==> config.mk <==
export PLATFORM = sky130hd
export DESIGN_NAME = clock_set_controller
export DESIGN_NICKNAME = d
export VERILOG_FILES = /design/src/rtl/clock_set_controller.sv
export SDC_FILE = /design/constraint.sdc
export NUM_CORES = 1
export LEC_CHECK = 0
export CAP_MARGIN = 30
export CELL_PAD_IN_SITES_DETAIL_PLACEMENT = 0
export CELL_PAD_IN_SITES_GLOBAL_PLACEMENT = 1
export CORE_ASPECT_RATIO = 2
export CORE_MARGIN = 2
export CORE_UTILIZATION = 43
export CTS_CLUSTER_SIZE = 24
export DETAILED_ROUTE_END_ITERATION = 12
export PLACE_DENSITY_LB_ADDON = 0.1
export SLEW_MARGIN = 20
export SYNTH_ARGS = -nofsm -noshare
export SYNTH_HDL_FRONTEND = slang
export SYNTH_SLANG_ARGS = --single-unit
==> constraint.sdc <==
create_clock -name clk -period 4.9 [get_ports clk]
set_input_delay 0.98 -clock clk [delete_from_list [all_inputs] [get_ports clk]]
set_output_delay 0.98 -clock clk [all_outputs]
set_load 0.05 [all_outputs]
==> src/rtl/clock_set_controller.sv <==
// clock_set_controller: front-panel time display selection and HH/MM/SS setting FSM
//
// Ports:
//   clk                - clock
//   reset              - synchronous, active-high reset
//   btn_mode           - single-cycle pulse: advance field / enter / confirm
//   btn_inc            - single-cycle pulse: increment the selected field
//   time_bcd[23:0]     - live time from the counter (HH:MM:SS, BCD)
//   display_data[23:0] - BCD to the display driver (live time or edit buffer)
//   digit_enable_mask  - per-digit enable, selected field blinks while editing
//   time_load          - one-cycle pulse loading time_load_value into the counter
//   time_load_value    - edited time, held until the next load
//   setting            - high in any SET state
//
// Optional feature: define CLOCK_SET_LEADING_ZERO_BLANK_EN to blank the hours-tens
// digit whenever it is zero (applies in all states, overrides blink).
module clock_set_controller #(
    parameter int CLK_RATE_HZ    = 390625,
    parameter int BLINK_RATE_HZ  = 2,
    parameter int IDLE_TIMEOUT_S = 10
) (
    input  logic        clk,
    input  logic        reset,
    input  logic        btn_mode,
    input  logic        btn_inc,
    input  logic [23:0] time_bcd,
    output logic [23:0] display_data,
    output logic [5:0]  digit_enable_mask,
    output logic        time_load,
    output logic [23:0] time_load_value,
    output logic        setting
);
    localparam int IDLE_CYCLES = IDLE_TIMEOUT_S * CLK_RATE_HZ;
    localparam int HALF        = CLK_RATE_HZ / (2 * BLINK_RATE_HZ);
    localparam int IW          = IDLE_CYCLES > 1 ? $clog2(IDLE_CYCLES) : 1;
    localparam int BW          = HALF > 1 ? $clog2(HALF) : 1;

    typedef enum logic [1:0] {RUN, SET_H, SET_M, SET_S} state_t;

    state_t        state_q, state_d;
    logic [23:0]   edit_q, edit_d, inc_edit, disp_d;
    logic [IW-1:0] idle_q, idle_d;
    logic [BW-1:0] blink_q, blink_d;
    logic          phase_q, phase_d, load_d, btn, idle_hit, half_hit, in_run;
    logic [5:0]    sel, mask_d;

    // Out-of-range or non-BCD values restart at 00; v >= lim is safe once both nibbles are BCD.
    function automatic logic [7:0] bcd_inc(input logic [7:0] v, input logic [7:0] lim);
        return (v[7:4] > 4'd9 || v[3:0] > 4'd9 || v >= lim) ? 8'h00 :
               (v[3:0] == 4'd9) ? {v[7:4] + 4'd1, 4'h0} : {v[7:4], v[3:0] + 4'd1};
    endfunction

    always_comb begin
        btn      = btn_mode | btn_inc;
        in_run   = state_q == RUN;
        idle_hit = idle_q == IW'(IDLE_CYCLES - 1);
        half_hit = blink_q == BW'(HALF - 1);
        inc_edit = state_q == SET_H ? {bcd_inc(edit_q[23:16], 8'h23), edit_q[15:0]} :
                   state_q == SET_M ? {edit_q[23:16], bcd_inc(edit_q[15:8], 8'h59), edit_q[7:0]} :
                                      {edit_q[23:8], bcd_inc(edit_q[7:0], 8'h59)};
        // btn_mode has priority; btn_inc only counts when btn_mode is absent.
        state_d  = in_run ? (btn_mode ? SET_H : RUN) :
                   btn_mode ? (state_q == SET_H ? SET_M : state_q == SET_M ? SET_S : RUN) :
                   (!btn_inc && idle_hit) ? RUN : state_q;
        edit_d   = (in_run && btn_mode) ? time_bcd :
                   (!in_run && !btn_mode && btn_inc) ? inc_edit : edit_q;
        load_d   = state_q == SET_S && btn_mode;
        idle_d   = (in_run || btn) ? '0 : idle_q + 1'b1;
        blink_d  = (in_run || btn || half_hit) ? '0 : blink_q + 1'b1;
        phase_d  = (in_run || btn) ? 1'b1 : half_hit ? ~phase_q : phase_q;
        sel      = state_d == SET_H ? 6'b110000 : state_d == SET_M ? 6'b001100 :
                   state_d == SET_S ? 6'b000011 : 6'b000000;
        disp_d   = state_d == RUN ? time_bcd : edit_d;
        mask_d   = phase_d ? 6'b111111 : ~sel;
`ifdef CLOCK_SET_LEADING_ZERO_BLANK_EN
        mask_d[5] = mask_d[5] & (disp_d[23:20] != 4'd0);
`endif
    end

    always_ff @(posedge clk) begin
        if (reset) begin
            state_q           <= RUN;
            edit_q            <= '0;
            idle_q            <= '0;
            blink_q           <= '0;
            phase_q           <= 1'b1;
            display_data      <= '0;
            digit_enable_mask <= '0;
            time_load         <= 1'b0;
            time_load_value   <= '0;
            setting           <= 1'b0;
        end else begin
            state_q           <= state_d;
            edit_q            <= edit_d;
            idle_q            <= idle_d;
            blink_q           <= blink_d;
            phase_q           <= phase_d;
            display_data      <= disp_d;
            digit_enable_mask <= mask_d;
            time_load         <= load_d;
            time_load_value   <= load_d ? edit_q : time_load_value;
            setting           <= state_d != RUN;
        end
    end
endmodule

**Yosys cells after proc, flatten, opt, wreduce, memory -nomap -nowiden**

Index checks and enable logic that the tools add are counted.

- Output and inout bits: 56
- Input port bits: 28
- Register bits after elaboration: 122
- Logic and storage cells: 85

- Mux-type cells: 23
- Equal/unequal tests: 11
- Bitwise logic cells: 3
- Magnitude comparators: 9
- Add/sub/neg operators: 8
- Reductions and logical operators: 21

Operator list:

| operator | count |
|---|---|
| 2-to-1 mux 24 bit | 4 |
| 2-to-1 mux 8 bit | 6 |
| adder 4 x 1 -> 4 bit (second input constant) | 6 |
| greater-than comparator 4 bit (second input constant) | 6 |
| adder 22 x 1 -> 22 bit (second input constant) | 1 |
| == test 22 bit (second input constant) | 1 |
| adder 17 x 1 -> 17 bit (second input constant) | 1 |
| == test 17 bit (second input constant) | 1 |
| greater-or-equal comparator 8 x 7 -> 1 bit (second input constant) | 2 |
| 2-to-1 mux 16 bit | 1 |
| == test 4 bit (second input constant) | 3 |
| 2-to-1 mux 2 bit | 6 |
| 2-to-1 mux 6 bit | 2 |
| == test 2 bit (second input constant) | 4 |
| greater-or-equal comparator 8 x 6 -> 1 bit (second input constant) | 1 |
| logical OR 1 bit | 8 |
| NOT 6 bit | 1 |
| logical AND 1 bit | 5 |
| == test 2 x 1 -> 1 bit (second input constant) | 2 |
| zero test 2 bit | 2 |
| 2-to-1 mux 4 bit | 1 |
| OR reduction 2 bit | 2 |
| zero test 1 bit | 3 |
| 2-to-1 mux 1 bit | 3 |
| other kinds (3) | 3 |

**Depth between registers and ports, before layout**

- Depth in word-level cells: 11
- Depth in mapped cells: 9
- Mapped depth without buffers: 7

**Worst setup path after synthesis**

Ideal clock, no wire load.

- Kind: input to register
- From: in btn_mode
- To: reg display_data[21]
- Setup time: 0.123 ns
- Slack: 2.216 ns
- Data required time: 4.777 ns
- Arrival: 2.561 ns
- Cell stages on the path: 6
- Path buffers: 1
- Cell sequence: buf_2 or3b_2 nor3_2 mux2_2 a22oi_1 a21oi_1

- Cells in the longest elaborated chain, start to end: 6
- Elaborated cells on any way between the ends: 11
- Those cells by class: mux (6); reduce/logical (5)

Ends and longest elaborated chain:

| element | RTL line | RTL |
|---|---|---|
| from (decl) | 24 | `input logic btn_mode,` |
| zero test 1 bit | 66 | `(!in_run && !btn_mode && btn_inc) ? inc_edit : edit_q;` |
| logical AND 1 bit (2 in a row) | 66 |  |
| 2-to-1 mux 24 bit | 66 |  |
| 2-to-1 mux 24 bit | 65 | `edit_d = (in_run && btn_mode) ? time_bcd :` |
| 2-to-1 mux 24 bit (*) | 73 | `disp_d = state_d == RUN ? time_bcd : edit_d;` |
| to (signal assigned) | 98 | `display_data <= disp_d;` |
| to (decl) | 27 | `output logic [23:0] display_data,` |

Every way passes the cells marked *; elsewhere a longest branch is shown, timed or not.
A chain may end at the register's enable or synchronous reset.

**Worst setup path after layout**

Same ends and word-level chain as after synthesis.

==> results.json <==
{
  "status": "finished clean",
  "final.period_utilization": 0.644,
  "via_per_inst": 5.40,
  "die-area_um2": 13300,
  "cts_tree": "done",
  "yosysTopAreaCell": "dfxtp_1",
  "hold_slack_ns": 0.451,
  "die_w_um": 82.6,
  "power_density_nw_per_um2": 386,
  "cts_resized": 0,
  "syn_avg_cell_area_um2": 8.64,
  "worst_pin_slew_ns": 0.812,
  "synth_xor_area_frac": 0.0742,
  "cts_buffers": 17,
  "crit_required_ns": 5.19,
  "numClockSinks": 119,
  "grt_pass1_vias": 4649,
  "ys_ff_latch": 119,
  "layout_common_cells": "dfxtp_1, nand2_1, clkdlybuf4s50_1, nor2_1, a21oi_1",
  "grt_pass1_wl_mm": 22.0,
  "muxShareOfSynthArea": 0.00589,
  "mappedNetlistArea_um2": 5310,
  "core_region_area_um2": 12100,
  "nets": 735,
  "fmax_ghz": 0.317,
  "boundaryPins": 84,
  "layout-drive-gt1-share": 0.0753,
  "drc": 0,
  "min_from": "time_load_value[3]$_SDFFE_PP0P_",
  "yosysTopAreaCellShare": 0.448,
  "final_common_cell": "dfxtp_1",
  "vdd_drop_max_mv": 0.269,
  "synth_flop_cell": "dfxtp_1",
  "cp-end-kind": "register",
  "async_reset_ff_frac": 0,
  "clk_latency_ns": 0.41,
  "synth_cells": 615,
  "cts-root-buf": "clkbuf_16",
  "first_pass_iters": 4,
  "gp_congestion": 0.867,
  "postCtsSetupBuffers": 0,
  "final_cell_area_um2": 6900,
  "area_delta_synth_final_pct": 29.8,
  "placed_area_um2": 6240,
  "grt_antenna_before_repair": 0,
  "track_usage": 0.214,
  "n_antenna_cell": 0,
  "synth_nets": 659,
  "fin_skew_ns": 0.0118,
  "hpwl_mm": 9.74,
  "routed_wl_mm": 13.4,
  "seq_area_frac_synth": 0.448,
  "synth_top_family_by_area": "simple AND/OR/NAND/NOR gates",
  "wire_per_inst_um": 15.8,
  "hold_class": "reg2reg",
  "multi_input_area_um2": 2700,
  "io_buffers": 83,
  "yosysWarnings": 0,
  "initial_core_util": 0.438,
  "startpoint_type": "input port",
  "period_needed_ns": 3.16,
  "power.total_w": 0.00266,
  "slew_violations": 0,
  "relSlewSlack": 0.454,
  "grt_start_max_net_pins": 50,
  "crit_fanout": 20,
  "dp_cells": 819,
  "cts_buffer_depth": 2,
  "setup_viol": 0,
  "num_vias": 4597,
  "ys_top_cells_by_area": "dfxtp_1, nand2_1, a21oi_1",
  "critPathKind": "in2reg",
  "synth_fa_ha_area_frac": 0.0377,
  "synth_compound_gate_area_share": 0.153,
  "clk_pin_slew_ns": 0.06,
  "rows": 57,
  "regArea_um2": 2380,
  "yosys.area_share.simple": 0.237,
  "cp_data_arrival_time_ns": 3.45,
  "finalHoldViolCount": 0,
  "p_leak_nw": 2.43,
  "finalSetupTns_ns": 0,
  "ys_types": 68,
  "drv_cap": 0,
  "initialDrtViolationCount": 165,
  "grt_setup_unrepaired": "false",
  "hold_buffers": 0,
  "crit_path_start": "btn_mode",
  "stdcell_count": 851,
  "fillers": 1165,
  "htree_num_levels": 4,
  "r2r_start": "state_q[1]$_SDFF_PP0_",
  "antenna_left": 0,
  "synth-edff-count": 0,
  "grt_overflow": 0,
  "fp.dieH_um": 161
}
flip-flops by register name, indices dropped and copies added, names as in the netlist:
| name | cells |
|---|---|
| time_load | 1 |
| digit_enable_mask | 3 |
| time_load_value | 24 |
| state_q | 2 |
| setting | 1 |
| phase_q | 1 |
| edit_q | 24 |
| idle_q | 22 |
| display_data | 24 |
| blink_q | 17 |
final timing paths:
path	slack, ns	depth (start not counted)	end
worst max-delay path	1.74	6	display_data[21]$_SDFF_PP0_
worst min-delay path	0.45	2	time_load_value[3]$_SDFFE_PP0P_
worst max register to register	2.28	7	display_data[21]$_SDFF_PP0_
worst min register to register	0.45	2	time_load_value[3]$_SDFFE_PP0P_
synthesized netlist by cell type, types with 4 or more instances:
cell type    n
a21oi_1     52
a22o_1       4
a31oi_1      6
and2_1       6
and3_1      10
and4_1       5
buf_2        4
clkbuf_1    23
dfxtp_1    119
ha_1        16
inv_1       20
nand2_1     83
nand2b_1     5
nand3_1     21
nand4_1     13
nor2_1      61
nor2b_1      4
nor3_1      11
nor4_1       6
o21a_1       6
o21ai_0     21
o2bb2ai_1    5
or3_1        4
xnor2_1     19
xor2_1      26
cell families (layout without fill, tap and decap cells):
group	after synthesis	count (layout)
AND/OR/NAND/NOR	251	251
multiplexers	3	3
flip-flops	119	119
XOR/XNOR	45	45
buffers and inverters	54	143
AO/OA/AOI/OAI	127	127
adder cells (fa/ha/maj)	16	16
worst max-delay path, stage by stage:
cell,delay [ns]
clkdlybuf4s50_1,0.74
or3b_2,0.64
nor3_2,0.38
mux2_2,0.39
a22oi_1,0.21
a21oi_1,0.10
final cells by class:
type / count / share of cell area
tap: 147 / 0.0267
clock inverter: 12 / 0.0288
sequential: 119 / 0.345
timing repair buffer: 91 / 0.131
clock buffer: 20 / 0.0662
multi-input combinational: 442 / 0.392
inverter: 20 / 0.0109
power breakdown:
part / internal (W) / switching [W]
registers: 0.00100 / 0.0000275
clock network: 0.000928 / 0.000439
logic: 0.000100 / 0.000164
routing by layer:
| layer | up-vias | routed length, um | track usage |
|---|---|---|---|
| met2 | 110 | 7540 | 0.398 |
| li1 | 2292 | - | - |
| met3 | 17 | 482 | 0.0480 |
| met4 | 0 | 237 | 0.0842 |
| met5 | - | 0 | 0 |
| met1 | 2178 | 5150 | 0.223 |
metrics by stage:
step,utilization,setup WS (ns)
6_report,0.569,1.74
5_1_grt,0.569,1.57
4_1_cts,0.569,1.77
3_5_place_dp,0.515,1.35
3_3_place_gp,0.512,1.39
2_1_floorplan,-,2.22
Note: power is estimated with default switching activity, not from simulation.
